`src/rtl/cpu_pkg.sv`:
```
// Shared ISA definitions for the 8-bit processor front end.
// Covers opcodes, ALU function codes and the decoded control and ID-register layouts.
package cpu_pkg;

    localparam logic [3:0] OP_RTYPE = 4'b0000;
    localparam logic [3:0] OP_J     = 4'b0010;
    localparam logic [3:0] OP_ADDI  = 4'b0100;
    localparam logic [3:0] OP_BEQ   = 4'b1000;
    localparam logic [3:0] OP_LW    = 4'b1011;
    localparam logic [3:0] OP_SW    = 4'b1111;

    typedef enum logic [2:0] {
        ALU_ADD = 3'b000,
        ALU_SUB = 3'b001,
        ALU_AND = 3'b010,
        ALU_OR  = 3'b011,
        ALU_EOR = 3'b100,
        ALU_BIC = 3'b101,
        ALU_RSB = 3'b110
    } alu_op_e;

    typedef struct packed {
        logic alu_src_imm;
        logic reg_write;
        logic mem_read;
        logic mem_write;
        logic branch;
        logic jump;
    } ctrl_t;

    // Decoder result; rd_src* say whether the instruction really reads that index.
    typedef struct packed {
        logic [2:0] dst;
        logic [2:0] src1;
        logic [2:0] src2;
        logic [7:0] imm;
        alu_op_e    alu_op;
        ctrl_t      ctrl;
        logic       illegal;
        logic       rd_src1;
        logic       rd_src2;
    } decoded_t;

    typedef struct packed {
        logic       valid;
        logic [5:0] pc;
        logic [2:0] dst;
        logic [2:0] src1;
        logic [2:0] src2;
        logic [7:0] imm;
        alu_op_e    alu_op;
        ctrl_t      ctrl;
        logic       illegal;
    } id_reg_t;

    function automatic logic [7:0] sext6(input logic [5:0] v);
        return {{2{v[5]}}, v};
    endfunction

endpackage

```
`src/rtl/instr_decoder.sv`:
```
// Combinational 16-bit instruction decoder: fields, control strobes, illegal flag.
// Also reports which source indices are genuinely read, for load-use detection.
module instr_decoder
    import cpu_pkg::*;
(
    input  logic [15:0] instr_i,
    output decoded_t    dec_o
);

    logic [3:0] opcode;
    assign opcode = instr_i[15:12];

    always_comb begin
        dec_o = '0;
        case (opcode)
            OP_RTYPE: begin
                if (instr_i[2:0] == 3'b111) begin
                    dec_o.illegal = 1'b1;
                end else begin
                    dec_o.dst            = instr_i[11:9];
                    dec_o.src1           = instr_i[8:6];
                    dec_o.src2           = instr_i[5:3];
                    dec_o.alu_op         = alu_op_e'(instr_i[2:0]);
                    dec_o.ctrl.reg_write = 1'b1;
                    dec_o.rd_src1        = 1'b1;
                    dec_o.rd_src2        = 1'b1;
                end
            end
            OP_ADDI, OP_LW: begin
                dec_o.dst              = instr_i[11:9];
                dec_o.src1             = instr_i[8:6];
                dec_o.imm              = sext6(instr_i[5:0]);
                dec_o.alu_op           = ALU_ADD;
                dec_o.ctrl.alu_src_imm = 1'b1;
                dec_o.ctrl.reg_write   = 1'b1;
                dec_o.ctrl.mem_read    = (opcode == OP_LW);
                dec_o.rd_src1          = 1'b1;
            end
            OP_SW: begin
                dec_o.src1             = instr_i[8:6];
                dec_o.src2             = instr_i[11:9];
                dec_o.imm              = sext6(instr_i[5:0]);
                dec_o.alu_op           = ALU_ADD;
                dec_o.ctrl.alu_src_imm = 1'b1;
                dec_o.ctrl.mem_write   = 1'b1;
                dec_o.rd_src1          = 1'b1;
                dec_o.rd_src2          = 1'b1;
            end
            OP_BEQ: begin
                dec_o.src1        = instr_i[8:6];
                dec_o.src2        = instr_i[11:9];
                dec_o.imm         = sext6(instr_i[5:0]);
                dec_o.alu_op      = ALU_SUB;
                dec_o.ctrl.branch = 1'b1;
                dec_o.rd_src1     = 1'b1;
                dec_o.rd_src2     = 1'b1;
            end
            OP_J: begin
                dec_o.imm       = instr_i[7:0];
                dec_o.ctrl.jump = 1'b1;
            end
            default: dec_o.illegal = 1'b1;
        endcase
    end

endmodule

```
`src/rtl/decode_stage.sv`:
```
// IF/ID pipeline register with decode, load-use hazard bubble insertion and a
// saturating illegal-instruction counter.
module decode_stage
    import cpu_pkg::*;
(
    input  logic        clk,
    input  logic        rst,
    input  logic [15:0] if_instr,
    input  logic [5:0]  if_pc,
    input  logic        if_valid,
    input  logic        stall,
    input  logic        flush,
    output logic        hold_fetch,
    output logic        id_valid,
    output logic [5:0]  id_pc,
    output logic [2:0]  id_dst,
    output logic [2:0]  id_src1,
    output logic [2:0]  id_src2,
    output logic [7:0]  id_imm,
    output logic [2:0]  id_alu_op,
    output logic        id_alu_src_imm,
    output logic        id_reg_write,
    output logic        id_mem_read,
    output logic        id_mem_write,
    output logic        id_branch,
    output logic        id_jump,
    output logic        id_illegal,
    output logic [7:0]  illegal_count
);

    decoded_t dec;
    id_reg_t  id_q, id_d;
    logic [7:0] cnt_q, cnt_d;
    logic src_match;
    logic hazard;

    instr_decoder u_dec (
        .instr_i (if_instr),
        .dec_o   (dec)
    );

    // Only sources the incoming instruction actually reads can create a dependency.
    assign src_match = (dec.rd_src1 && (dec.src1 == id_q.dst)) ||
                       (dec.rd_src2 && (dec.src2 == id_q.dst));
    assign hazard    = id_q.valid && id_q.ctrl.mem_read && if_valid &&
                       !stall && !flush && src_match;
    assign hold_fetch = hazard | stall;

    always_comb begin
        id_d  = id_q;
        cnt_d = cnt_q;
        if (flush) begin
            id_d = '0;
        end else if (stall) begin
            id_d = id_q;
        end else if (hazard) begin
            id_d = '0;
        end else if (if_valid) begin
            id_d.valid   = 1'b1;
            id_d.pc      = if_pc;
            id_d.dst     = dec.dst;
            id_d.src1    = dec.src1;
            id_d.src2    = dec.src2;
            id_d.imm     = dec.imm;
            id_d.alu_op  = dec.alu_op;
            id_d.ctrl    = dec.ctrl;
            id_d.illegal = dec.illegal;
            if (dec.illegal && (cnt_q != 8'hFF)) begin
                cnt_d = cnt_q + 8'd1;
            end
        end else begin
            id_d = '0;
        end
    end

    always_ff @(posedge clk or posedge rst) begin
        if (rst) begin
            id_q  <= '0;
            cnt_q <= '0;
        end else begin
            id_q  <= id_d;
            cnt_q <= cnt_d;
        end
    end

    assign id_valid       = id_q.valid;
    assign id_pc          = id_q.pc;
    assign id_dst         = id_q.dst;
    assign id_src1        = id_q.src1;
    assign id_src2        = id_q.src2;
    assign id_imm         = id_q.imm;
    assign id_alu_op      = id_q.alu_op;
    assign id_alu_src_imm = id_q.ctrl.alu_src_imm;
    assign id_reg_write   = id_q.ctrl.reg_write;
    assign id_mem_read    = id_q.ctrl.mem_read;
    assign id_mem_write   = id_q.ctrl.mem_write;
    assign id_branch      = id_q.ctrl.branch;
    assign id_jump        = id_q.ctrl.jump;
    assign id_illegal     = id_q.illegal;
    assign illegal_count  = cnt_q;

endmodule

```
`config.mk`:
```
export PLATFORM = sky130hd
export DESIGN_NAME = decode_stage
export DESIGN_NICKNAME = d
export VERILOG_FILES = /design/src/rtl/cpu_pkg.sv /design/src/rtl/instr_decoder.sv /design/src/rtl/decode_stage.sv
export SDC_FILE = /design/constraint.sdc
export NUM_CORES = 1
export LEC_CHECK = 0
export CAP_MARGIN = 0
export CORE_MARGIN = 2
export CORE_UTILIZATION = 45
export CTS_BUF_LIST = sky130_fd_sc_hd__clkbuf_16
export CTS_CLUSTER_SIZE = 14
export DETAILED_ROUTE_END_ITERATION = 12
export PLACE_DENSITY_LB_ADDON = 0.15
export SYNTH_ARGS = -nofsm -noshare
export SYNTH_HDL_FRONTEND = slang
export SYNTH_SLANG_ARGS = --single-unit
```
`constraint.sdc`:
```
create_clock -name clk -period 5.8 [get_ports clk]
set_input_delay 1.16 -clock clk [delete_from_list [all_inputs] [get_ports clk]]
set_output_delay 1.16 -clock clk [all_outputs]
set_load 0.02 [all_outputs]
```
== After elaboration in Yosys (flattened, before gate mapping) ==
Index checks and enable logic that the tools add are counted.

* Add/subtract/negate cells: 1
* Bitwise gates (word level): 4
* Equal/unequal tests: 10
* Reduce and logical (&&, ||, !) cells: 18
* Multiplexer cells: 23

{| class="wikitable"
|+ Operators with widths
! kind !! number
|-
| $mux W34 || 4
|-
| $pmux W3 S2 || 4
|-
| $pmux W8 S2 || 1
|-
| $eq A4 B4 Y1 const B || 3
|-
| $mux W9 || 1
|-
| $add A8 B1 Y8 const B || 1
|-
| $logic_and A1 B1 Y1 || 8
|-
| $ne A8 B8 Y1 const B || 1
|-
| $pmux W1 S2 || 4
|-
| $mux W1 || 7
|-
| $eq A3 B3 Y1 || 2
|-
| $reduce_and A5 Y1 || 1
|-
| $reduce_or A5 Y1 || 1
|-
| $eq A4 B2 Y1 const B || 1
|-
| $eq A4 B3 Y1 const B || 1
|-
| $logic_not A4 Y1 || 1
|-
| $reduce_or A2 Y1 || 2
|-
| $reduce_or A4 Y1 || 1
|-
| $eq A3 B3 Y1 const B || 1
|-
| $mux W3 || 1
|-
| $not A1 Y1 || 3
|-
| $reduce_or A3 Y1 || 1
|-
| $logic_not A1 Y1 || 2
|-
| $mux W2 || 1
|-
| other kinds (3) || 3
|}

* Word-level logic and storage cells: 71
* Input port bits: 27
* Register bits after elaboration: 42

== Logic depth before layout (Yosys ltp) ==
Gate-level depths: netlist (run 1).

* Depth after elaboration: 10
* Gate-level depth with buffers: 10
* Mapped depth without buffers: 6

== By module ==
A second synthesis (run 1) with hierarchy kept.

* Cells, all modules: 181
* Area total of the unflattened synthesis: 2113.3 µm²

{| class="wikitable"
|+ By module, submodules not included
! module !! area each (µm²) !! times used !! cells an instance
|-
| decode_stage || 1710.4 || 1 || 129
|-
| instr_decoder || 402.9 || 1 || 52
|}

== Worst setup path after synthesis (run 1) ==
OpenSTA, ideal clock, no wires.

* Path kind: input port to output port
* From: input port if_instr[12]
* To: output port hold_fetch
* Data required time: 4.640 ns
* Slack: 2.011 ns
* Cell stages on the path: 8
* Path buffers: 2
* Arrival: 2.629 ns
* Cell sequence: buf_6 > nor4_1 > and2_1 > buf_4 > a22o_1 > xor2_1 > nor4b_1 > a211o_1

* Cells in the longest elaborated chain, start to end: 8
* Elaborated cells between the ends (all ways): 18
* Classes of those cells: eq/ne: 6; mux: 4; bitwise: 1; reduce/logical: 7

{| class="wikitable"
|+ RTL lines
! element !! line !! source
|-
| start: declaration || decode_stage.sv:8 || <nowiki>input logic [15:0] if_instr,</nowiki>
|-
| $eq A4 B3 Y1 / $eq A4 B4 Y1 (equally long branches) || instr_decoder.sv:15 || <nowiki>case (opcode)</nowiki>
|-
| $reduce_or A4 Y1 (no source line) / $reduce_or A2 Y1 (equally long branches) || n/a ||
|-
| $pmux W3 S2 || instr_decoder.sv:15 ||
|-
| $eq A3 B3 Y1, on equally long branches || decode_stage.sv:43, decode_stage.sv:44 ||
|-
| $logic_and A1 B1 Y1, on equally long branches || decode_stage.sv:43, decode_stage.sv:44 ||
|-
| $logic_or A1 B1 Y1 (*) || decode_stage.sv:43 || <nowiki>assign src_match = (dec.rd_src1 && (dec.src1 == id_q.dst)) ||</nowiki>
|-
| $logic_and A1 B1 Y1 (*) || decode_stage.sv:46 || <nowiki>!stall && !flush && src_match;</nowiki>
|-
| $or A1 B1 Y1 (*) || decode_stage.sv:47 || <nowiki>assign hold_fetch = hazard | stall;</nowiki>
|-
| end: declaration || decode_stage.sv:13 || <nowiki>output logic hold_fetch,</nowiki>
|}

Mark *: on every way between the ends. The rest lies on a longest branch, timed or not.

== Final worst setup path (run 1) ==
* From: input port if_instr[14]
* To: output port hold_fetch

Same word-level chain as after synthesis.

==> results of run 1 <==
## where the power goes
group	switching, uW	leakage (uW)	internal [uW]
registers	19.0	0.000576	311
clock network	113	0.0000698	159
logic	76.4	0.000556	70.8
total	208	0.00120	541
## flip-flops by register name (all words and copies together) (netlist names)
name and cells:
id_reg_write 1, id_alu_src_imm 1, illegal_count 8, id_valid 1
id_src2 3, id_dst 3, id_jump 1, id_pc 6
id_imm 8, id_branch 1, id_mem_write 1, id_src1 3
id_alu_op 3, id_illegal 1, id_mem_read 1
## area by class of cell
class	instances	area share, %
Clock buffer	5	4.32
Clock inverter	3	0.735
Inverter	2	0.259
Multi-Input combinational cell	136	31.2
Sequential cell	42	36.3
Tap cell	52	2.25
Timing Repair Buffer	73	24.9
## metal layers
metal  track usage [%]  share of wire (%)  vias up
met1              32.6                 44      877
met4              5.03               0.74        0
met2              37.8                 48       63
met5                 0                  0        -
met3              4.78                6.5        4
li1                  -                  -      855
## worst paths after layout
| check | startpoint | end | slack (ps) |
|---|---|---|---|
| worst max-delay path | if_instr[14] | hold_fetch | 720 |
| worst min-delay path | id_imm[3] | id_imm[3] | 480 |
| worst max register to register | id_dst[0] | id_mem_write | 3270 |
| worst min register to register | id_imm[3] | id_imm[3] | 480 |
| max in group asynchronous | rst | id_alu_op[2] | 4110 |
| min in group asynchronous | rst | illegal_count[2] | 1310 |
## logic make-up (layout without fill, tap and decap cells)
family / after synthesis / in the layout / synth area share [%]
adder cells (fa/ha/maj): 1 / 1 / 0.614
multiplexers: 2 / 2 / 1.04
AND/OR/NAND/NOR: 67 / 67 / 17.1
AO/OA/AOI/OAI: 53 / 53 / 19.6
flip-flops: 42 / 42 / 51.6
XOR/XNOR: 13 / 13 / 5.59
buffers and inverters: 17 / 83 / 4.48
## worst register-to-register path, delay by kind of cell, from the launching register on
kind | cells | cell delay [ps]
AO/OA/AOI/OAI | 3 | 1450
XOR/XNOR | 1 | 180
buffers and inverters | 1 | 350
flip-flops | 1 | 440
## synth_stat cells, types with 2 or more instances
cell type,n
o21ai_1,4
nor4_1,4
xnor2_1,7
nand2_1,21
a21oi_1,3
nand3_1,18
clkbuf_1,10
a32o_1,17
buf_6,3
nand4_1,2
a22o_1,5
a2111oi_0,2
nand2b_1,2
and3_1,4
xor2_1,6
inv_1,2
dfrtp_1,42
nor2_1,6
o21ai_0,13
o22ai_1,2
## stage by stage
| step | instance area, um2 | util [%] | std cells |
|---|---|---|---|
| 2_1_floorplan | 2040 | - | 195 |
| 3_3_place_gp | 2750 | 63.1 | 305 |
| 3_5_place_dp | 2750 | 63.1 | 305 |
| 4_1_cts | 2900 | 66.5 | 313 |
| 5_1_grt | 2900 | 66.5 | 313 |
| 6_report | 2900 | 66.5 | 313 |
==> flow_summary.json, run 1 <==
{
  "cp_slowest_cell": "clkdlybuf4s50_1",
  "drive_above_1_share_pct": 7.66,
  "fin_hold_ws_ps": 484,
  "grt_first_pass_wirelength_mm": 9.20,
  "total_power_uw": 749,
  "fin_skew_ps": 2.46,
  "cts_setup_buffers": 0,
  "hp-class": "reg -> reg",
  "p_leak_uw": 0.00120,
  "core_area_um2": 4350,
  "cp_num_buf_inv": 2,
  "fin_tns_setup_ps": 0,
  "antenna_cells": 0,
  "timing_worst_setup_path_type": "in -> out",
  "multi_input_area_um2": 905,
  "synth_top_area_cell": "dfrtp_1",
  "rows": 24,
  "cts_resized": 0,
  "dp_slack_ps": 788,
  "slowest_delay_ps": 620,
  "worst_setup_path_start_kind": "input port",
  "worst_slew_pin_slew_ps": 980,
  "async_reset_ff_share_pct": 100,
  "clkTransAtPathRegs_ps": 60,
  "firstDrtPassIters": 4,
  "cpMostUsedCell": "clkdlybuf4s50_1",
  "drc_errors": 0,
  "fillers": 330,
  "antenna_found_initial": 0,
  "hold_violations": 0,
  "setup_ws_ps": 722,
  "grt_pass1_vias": 1865,
  "cts_inserted_buffers": 5,
  "synth_ff_type": "dfrtp_1",
  "finalCritPeriodShare_pct": 87.5,
  "post-dp-hpwl_mm": 3.89,
  "cp.depth": 8,
  "final_cell_mix": "clkdlybuf4s50_1, dfrtp_1, nand2_1",
  "layout_commonest_cell": "clkdlybuf4s50_1",
  "status": "finished, final reports clean",
  "syn-cell-area_um2": 2040,
  "wire_per_inst_um": 17.2,
  "syn_nets": 223,
  "die_y_um": 71.3,
  "vias_per_cell": 5.75,
  "cp_cell_sequence": "clkdlybuf4s50_1 -> nor4_1 -> and2_1 -> a22o_2 -> mux2i_1 -> nor4b_1 -> a211o_1 -> clkdlybuf4s50_1",
  "io_pins": 70,
  "ys_warn_count": 0,
  "maxCapViolCount": 0,
  "relSlewSlack_pct": 34.1,
  "insertion_delay_ps": 280,
  "synth_edf_count": 0,
  "critPathArrivalTime_ps": 3920,
  "critPathTopFamily": "buffers and inverters",
  "holdBufCountCts": 0,
  "gp_congestion": 0.899,
  "crit_fanout": 12,
  "rsz0062_at_grt": "no",
  "cts_root_buffer": "clkbuf_16",
  "final.min_clock_period_ps": 5080,
  "syn2layout_area_growth_pct": 42.1,
  "hold_path_depth": 2,
  "grt_overflow": 0,
  "synth_cells": 195,
  "fmax_ghz": 0.197,
  "fp.dieArea_um2": 5080,
  "totalWireLength_mm": 5.40,
  "cts_buffer_depth": 2,
  "synthTopCellsByArea": "dfrtp_1, a32o_1, nand3_1",
  "cts_num_sinks": 42,
  "irDropWorstVdd_v": 0.000256,
  "seq_area_frac_synth_pct": 51.6,
  "drt-initial-drc-count": 198,
  "io_buffers": 69,
  "syn_area_per_cell_um2": 10.5,
  "synth-seq-cells": 42,
  "final_max_slew_viol_count": 0,
  "cts_max_level": 2,
  "vias": 1799,
  "ant_nets": 0,
  "cp.required_ps": 4640,
  "seq_area_um2": 1050,
  "cts_tree": "built",
  "rr_worst_depth": 5,
  "die_x_um": 71.3,
  "grt_max_degree": 43,
  "track_usage_pct": 23.3,
  "initial_utilization_pct": 46.8,
  "setup_viol": 0,
  "final_nets": 288,
  "cp-end-kind": "output port",
  "yosysTopAreaCellShare_pct": 51.6,
  "yosysUniqueCellTypes": 42,
  "p_per_area_nw_per_um2": 259
}
No activity file was read; power rests on OpenSTA's default activity.
==> run 2, diff against run 1 <==
--- a/config.mk
+++ b/config.mk
@@ -7,7 +7,7 @@
 export LEC_CHECK = 0
 export CAP_MARGIN = 0
 export CORE_MARGIN = 2
-export CORE_UTILIZATION = 45
+export CORE_UTILIZATION = 49
 export CTS_BUF_LIST = sky130_fd_sc_hd__clkbuf_16
 export CTS_CLUSTER_SIZE = 14
 export DETAILED_ROUTE_END_ITERATION = 12
==> run 2 against run 1 <==
Against the previous run:
- wire length shrank 3.7%
- power shrank 2.0%
- first-iteration DRC count grew 11%
- critical path type unchanged
- worst setup slack got worse by 47 ps
- clock-buffer cell count unchanged
==> flow_summary.json, run 2 (same netlist as run 1, synthesis figures left out) <==
{
  "drive_above_1_share_pct": 6.90,
  "instances_no_fill": 311,
  "die_y_um": 68.5,
  "cp.required_ps": 4640,
  "crit_fanout": 12,
  "cts_buffer_depth": 2,
  "fp.dieArea_um2": 4690,
  "layout_commonest_cell": "clkdlybuf4s50_1",
  "total_power_uw": 734,
  "maxCapViolCount": 0,
  "r2r-end": "id_pc[2]",
  "clkTransAtPathRegs_ps": 50,
  "insertion_delay_ps": 280,
  "grt_first_pass_wirelength_mm": 8.28,
  "firstDrtPassIters": 4,
  "cts_setup_buffers": 0,
  "min_from": "id_imm[1]",
  "hp-class": "reg -> reg",
  "dp_slack_ps": 737,
  "dp_cells": 303,
  "wire_per_inst_um": 16.7,
  "final_cell_mix": "clkdlybuf4s50_1, dfrtp_1, nand2_1",
  "rsz0062_at_grt": "no",
  "gp_congestion": 0.878,
  "vias": 1829,
  "setup_viol": 0,
  "cts_max_level": 2,
  "rr_startpoint": "id_dst[0]",
  "die_x_um": 68.5,
  "final.min_clock_period_ps": 5120,
  "grt_overflow": 0,
  "p_per_area_nw_per_um2": 255,
  "grt_pass1_vias": 1720,
  "cts_resized": 0,
  "fin_tns_setup_ps": 0,
  "whs_endpoint": "id_imm[1]",
  "final_max_slew_viol_count": 0,
  "worst_setup_path_start_kind": "input port",
  "io_pins": 70,
  "initial_utilization_pct": 51.0,
  "cts_tree": "built",
  "status": "finished, final reports clean",
  "cts_num_sinks": 42,
  "setup_ws_ps": 676,
  "syn2layout_area_growth_pct": 41.5,
  "drc_errors": 0,
  "cts_root_buffer": "clkbuf_16",
  "post-dp-hpwl_mm": 3.69,
  "final_nets": 288,
  "vias_per_cell": 5.88,
  "core_area_um2": 4000,
  "timing_worst_setup_path_type": "in -> out",
  "r2r_slack_ps": 3270,
  "fin_hold_ws_ps": 474,
  "relSlewSlack_pct": 34.6,
  "cp-end-kind": "output port",
  "totalWireLength_mm": 5.20,
  "antenna_cells": 0,
  "fin_skew_ps": 3.91,
  "holdBufCountCts": 0,
  "ant_nets": 0,
  "p_leak_uw": 0.00120,
  "worst_slew_pin_slew_ps": 972,
  "rr_worst_depth": 5,
  "rows": 23,
  "critPathArrivalTime_ps": 3960,
  "finalCritPeriodShare_pct": 88.4,
  "fmax_ghz": 0.195,
  "irDropWorstVdd_v": 0.000181,
  "grt_max_degree": 43,
  "cts_inserted_buffers": 5,
  "drt-initial-drc-count": 220,
  "antenna_found_initial": 0,
  "track_usage_pct": 24.2,
  "hold_path_depth": 2,
  "hold_violations": 0,
  "io_buffers": 69
}
## run 2: report_power, final
| group | leakage, uW | internal (uW) | total, uW | switching (uW) |
|---|---|---|---|---|
| clock network | 0.0000724 | 155 | 259 | 104 |
| logic | 0.000556 | 70.6 | 145 | 74.8 |
| registers | 0.000576 | 311 | 330 | 18.7 |
## run 2: metal layers
layer  GRT usage, %  up-vias  routed length [um]
met4           11.3        0                 120
li1               -      857                   -
met1           34.0      891                2260
met2           35.6       69                2450
met5              0        -                   0
met3           5.36       12                 360
## run 2: worst max-delay path by stage
| stage | slack, ps | to | startpoint | cells after the start |
|---|---|---|---|---|
| after floorplan | 2010 | hold_fetch | if_instr[12] | 8 |
| after global placement | 840 | hold_fetch | if_instr[14] | 8 |
| after detailed placement | 740 | hold_fetch | if_instr[14] | 8 |
| after CTS | 710 | hold_fetch | if_instr[14] | 8 |
| after global routing | 460 | hold_fetch | if_instr[14] | 8 |
| final | 680 | hold_fetch | if_instr[14] | 8 |
## run 2: final cells by class
class                           count  area (um2)
Inverter                            2        7.51
Sequential cell                    42        1050
Multi-Input combinational cell    136         905
Fill cell                         323        1120
Clock buffer                        5         125
Tap cell                           50        62.6
Timing Repair Buffer               73         721
Clock inverter                      3        12.5
## run 2: worst max-delay path, cell delays in order
cell             delay (ps)
clkdlybuf4s50_1         630
nor4_1                  420
and2_1                  370
a22o_2                  200
mux2i_1                 100
nor4b_1                 330
a211o_1                 160
clkdlybuf4s50_1         600
## run 2: through the flow
| stage | instance area, um2 | util [%] |
|---|---|---|
| 4_1_cts | 2880 | 72.1 |
| 3_5_place_dp | 2750 | 68.7 |
| 3_3_place_gp | 2750 | 68.7 |
| 2_1_floorplan | 2040 | - |
| 5_1_grt | 2880 | 72.1 |
| 6_report | 2880 | 72.1 |
==> run 3, diff against run 2 <==
==> constraint.sdc (replaced) <==
create_clock -name clk -period 5.8 [get_ports clk]
set_input_delay 0.58 -clock clk [delete_from_list [all_inputs] [get_ports clk]]
set_output_delay 0.58 -clock clk [all_outputs]
set_load 0.02 [all_outputs]
==> run 3 against run 2 <==
Against the previous run:
- fmax grew 28%
- combinational power about the same
- first-iteration DRC count is 27% lower
- clock-buffer cell count unchanged
- worst setup slack better by 1100 ps
- register-to-register slack worse by 40 ps
- die area unchanged
- flip-flop and latch count did not move
- core utilization stayed put
- worst hold slack better by 0.82 ps
- highest routed layer unchanged
- power is 0.21% higher
- sequential share of layout area unchanged
==> flow_summary.json, run 3 (same netlist as run 1, synthesis figures left out) <==
{
  "grt_pass1_vias": 1712,
  "cts_tree": "built",
  "finalCritPeriodShare_pct": 68.8,
  "rows": 23,
  "grt_overflow": 0,
  "final_nets": 288,
  "cts_resized": 0,
  "io_pins": 70,
  "fin_tns_setup_ps": 0,
  "fp.dieArea_um2": 4690,
  "worst_slew_pin_slew_ps": 999,
  "worst_setup_path_start_kind": "input port",
  "swShare_pct": 27.0,
  "final_cell_mix": "clkdlybuf4s50_1, dfrtp_1, nand2_1",
  "timing_worst_setup_path_type": "in -> out",
  "core_area_um2": 4000,
  "insertion_delay_ps": 280,
  "cp.required_ps": 5220,
  "cts_max_level": 2,
  "p_switching_uw": 199,
  "cts_num_sinks": 42,
  "status": "finished, final reports clean",
  "antenna_found_initial": 0,
  "fmax_ghz": 0.250,
  "drc_errors": 0,
  "hp-class": "reg -> reg",
  "clkPwrFrac_pct": 35.5,
  "post-dp-hpwl_mm": 3.70,
  "cts_setup_buffers": 0,
  "pwr-share-seq_pct": 44.8,
  "io_buffers": 69,
  "syn2layout_area_growth_pct": 41.5,
  "drt-initial-drc-count": 160,
  "cp-end-kind": "output port",
  "die_x_um": 68.5,
  "rsz0062_at_grt": "no",
  "fillers": 320,
  "holdBufCountCts": 0,
  "p_per_area_nw_per_um2": 255,
  "final.min_clock_period_ps": 3990,
  "initial_utilization_pct": 51.0,
  "firstDrtPassIters": 4,
  "track_usage_pct": 24.3,
  "hold_path_depth": 2,
  "antenna_cells": 0,
  "layout_commonest_cell": "clkdlybuf4s50_1",
  "instances_no_fill": 311,
  "cts_inserted_buffers": 5,
  "final_max_slew_viol_count": 0,
  "grt_max_degree": 43,
  "vias": 1822,
  "critPathArrivalTime_ps": 3410,
  "hold_violations": 0,
  "irDropWorstVdd_v": 0.000187,
  "drive_above_1_share_pct": 6.90,
  "p_leak_uw": 0.00120,
  "clkTransAtPathRegs_ps": 60,
  "p_comb_share_pct": 19.7,
  "rr_worst_depth": 5,
  "cts_buffer_depth": 2,
  "crit_fanout": 12,
  "setup_ws_ps": 1810,
  "relSlewSlack_pct": 32.8,
  "grt_first_pass_wirelength_mm": 8.32,
  "die_y_um": 68.5,
  "wire_per_inst_um": 16.5,
  "gp_congestion": 0.878,
  "vias_per_cell": 5.86,
  "setup_viol": 0,
  "dp_slack_ps": 1880,
  "totalWireLength_mm": 5.13,
  "dp_cells": 303,
  "fin_skew_ps": 3.23,
  "p_int_uw": 537,
  "ant_nets": 0,
  "maxCapViolCount": 0,
  "cts_root_buffer": "clkbuf_16"
}
[run 3: cell counts in the layout (fill, tap and decap cells not counted)]
Identical to the previous run, type by type.
[run 3: through the flow]
| stage | total power (uW) | hold slack, ps | instance area (um2) | utilization (%) |
|---|---|---|---|---|
| 6_report | 736 | 475 | 2880 | 72.1 |
| 5_1_grt | 767 | 514 | 2880 | 72.1 |
| 4_1_cts | 740 | 483 | 2880 | 72.1 |
| 3_5_place_dp | 480 | 470 | 2750 | 68.7 |
| 3_3_place_gp | 479 | 463 | 2750 | 68.7 |
| 2_1_floorplan | 408 | 590 | 2040 | - |
[run 3: power groups by stage]
stage	clock network (uW)	registers (uW)	logic (uW)
after global routing	277	333	157
after CTS	264	330	146
after global placement	0	334	144
after floorplan	0	354	53.8
after detailed placement	0	334	146
final	261	329	145
[run 3: cell type report]
cell class	instances	area (um2)	area share, %
Multi-Input combinational cell	136	905	31.4
Timing Repair Buffer	73	721	25.0
Tap cell	50	62.6	2.17
Clock inverter	3	12.5	0.434
Sequential cell	42	1050	36.4
Inverter	2	7.51	0.260
Clock buffer	5	125	4.34
[run 3: final timing paths]
check / start / to / slack (ps)
min reg2reg: id_imm[3] / id_imm[3] / 480
max: if_instr[14] / hold_fetch / 1810
min: id_imm[3] / id_imm[3] / 480
min in group asynchronous: rst / illegal_count[2] / 750
max reg2reg: id_dst[0] / id_pc[4] / 3230
max in group asynchronous: rst / id_alu_op[0] / 4690
[run 3: worst max-delay path, stage by stage]
cell,delay (ps)
clkdlybuf4s50_1,630
nor4_1,420
and2_1,380
a22o_2,210
mux2i_1,100
nor4b_1,340
a211o_1,160
clkdlybuf4s50_1,600
[run 3: metal layers]
metal / routed length, um / track usage (%)
met3: 365 / 5.84
met5: 0 / 0
met2: 2450 / 35.9
met4: 120 / 11.8
met1: 2190 / 33.4
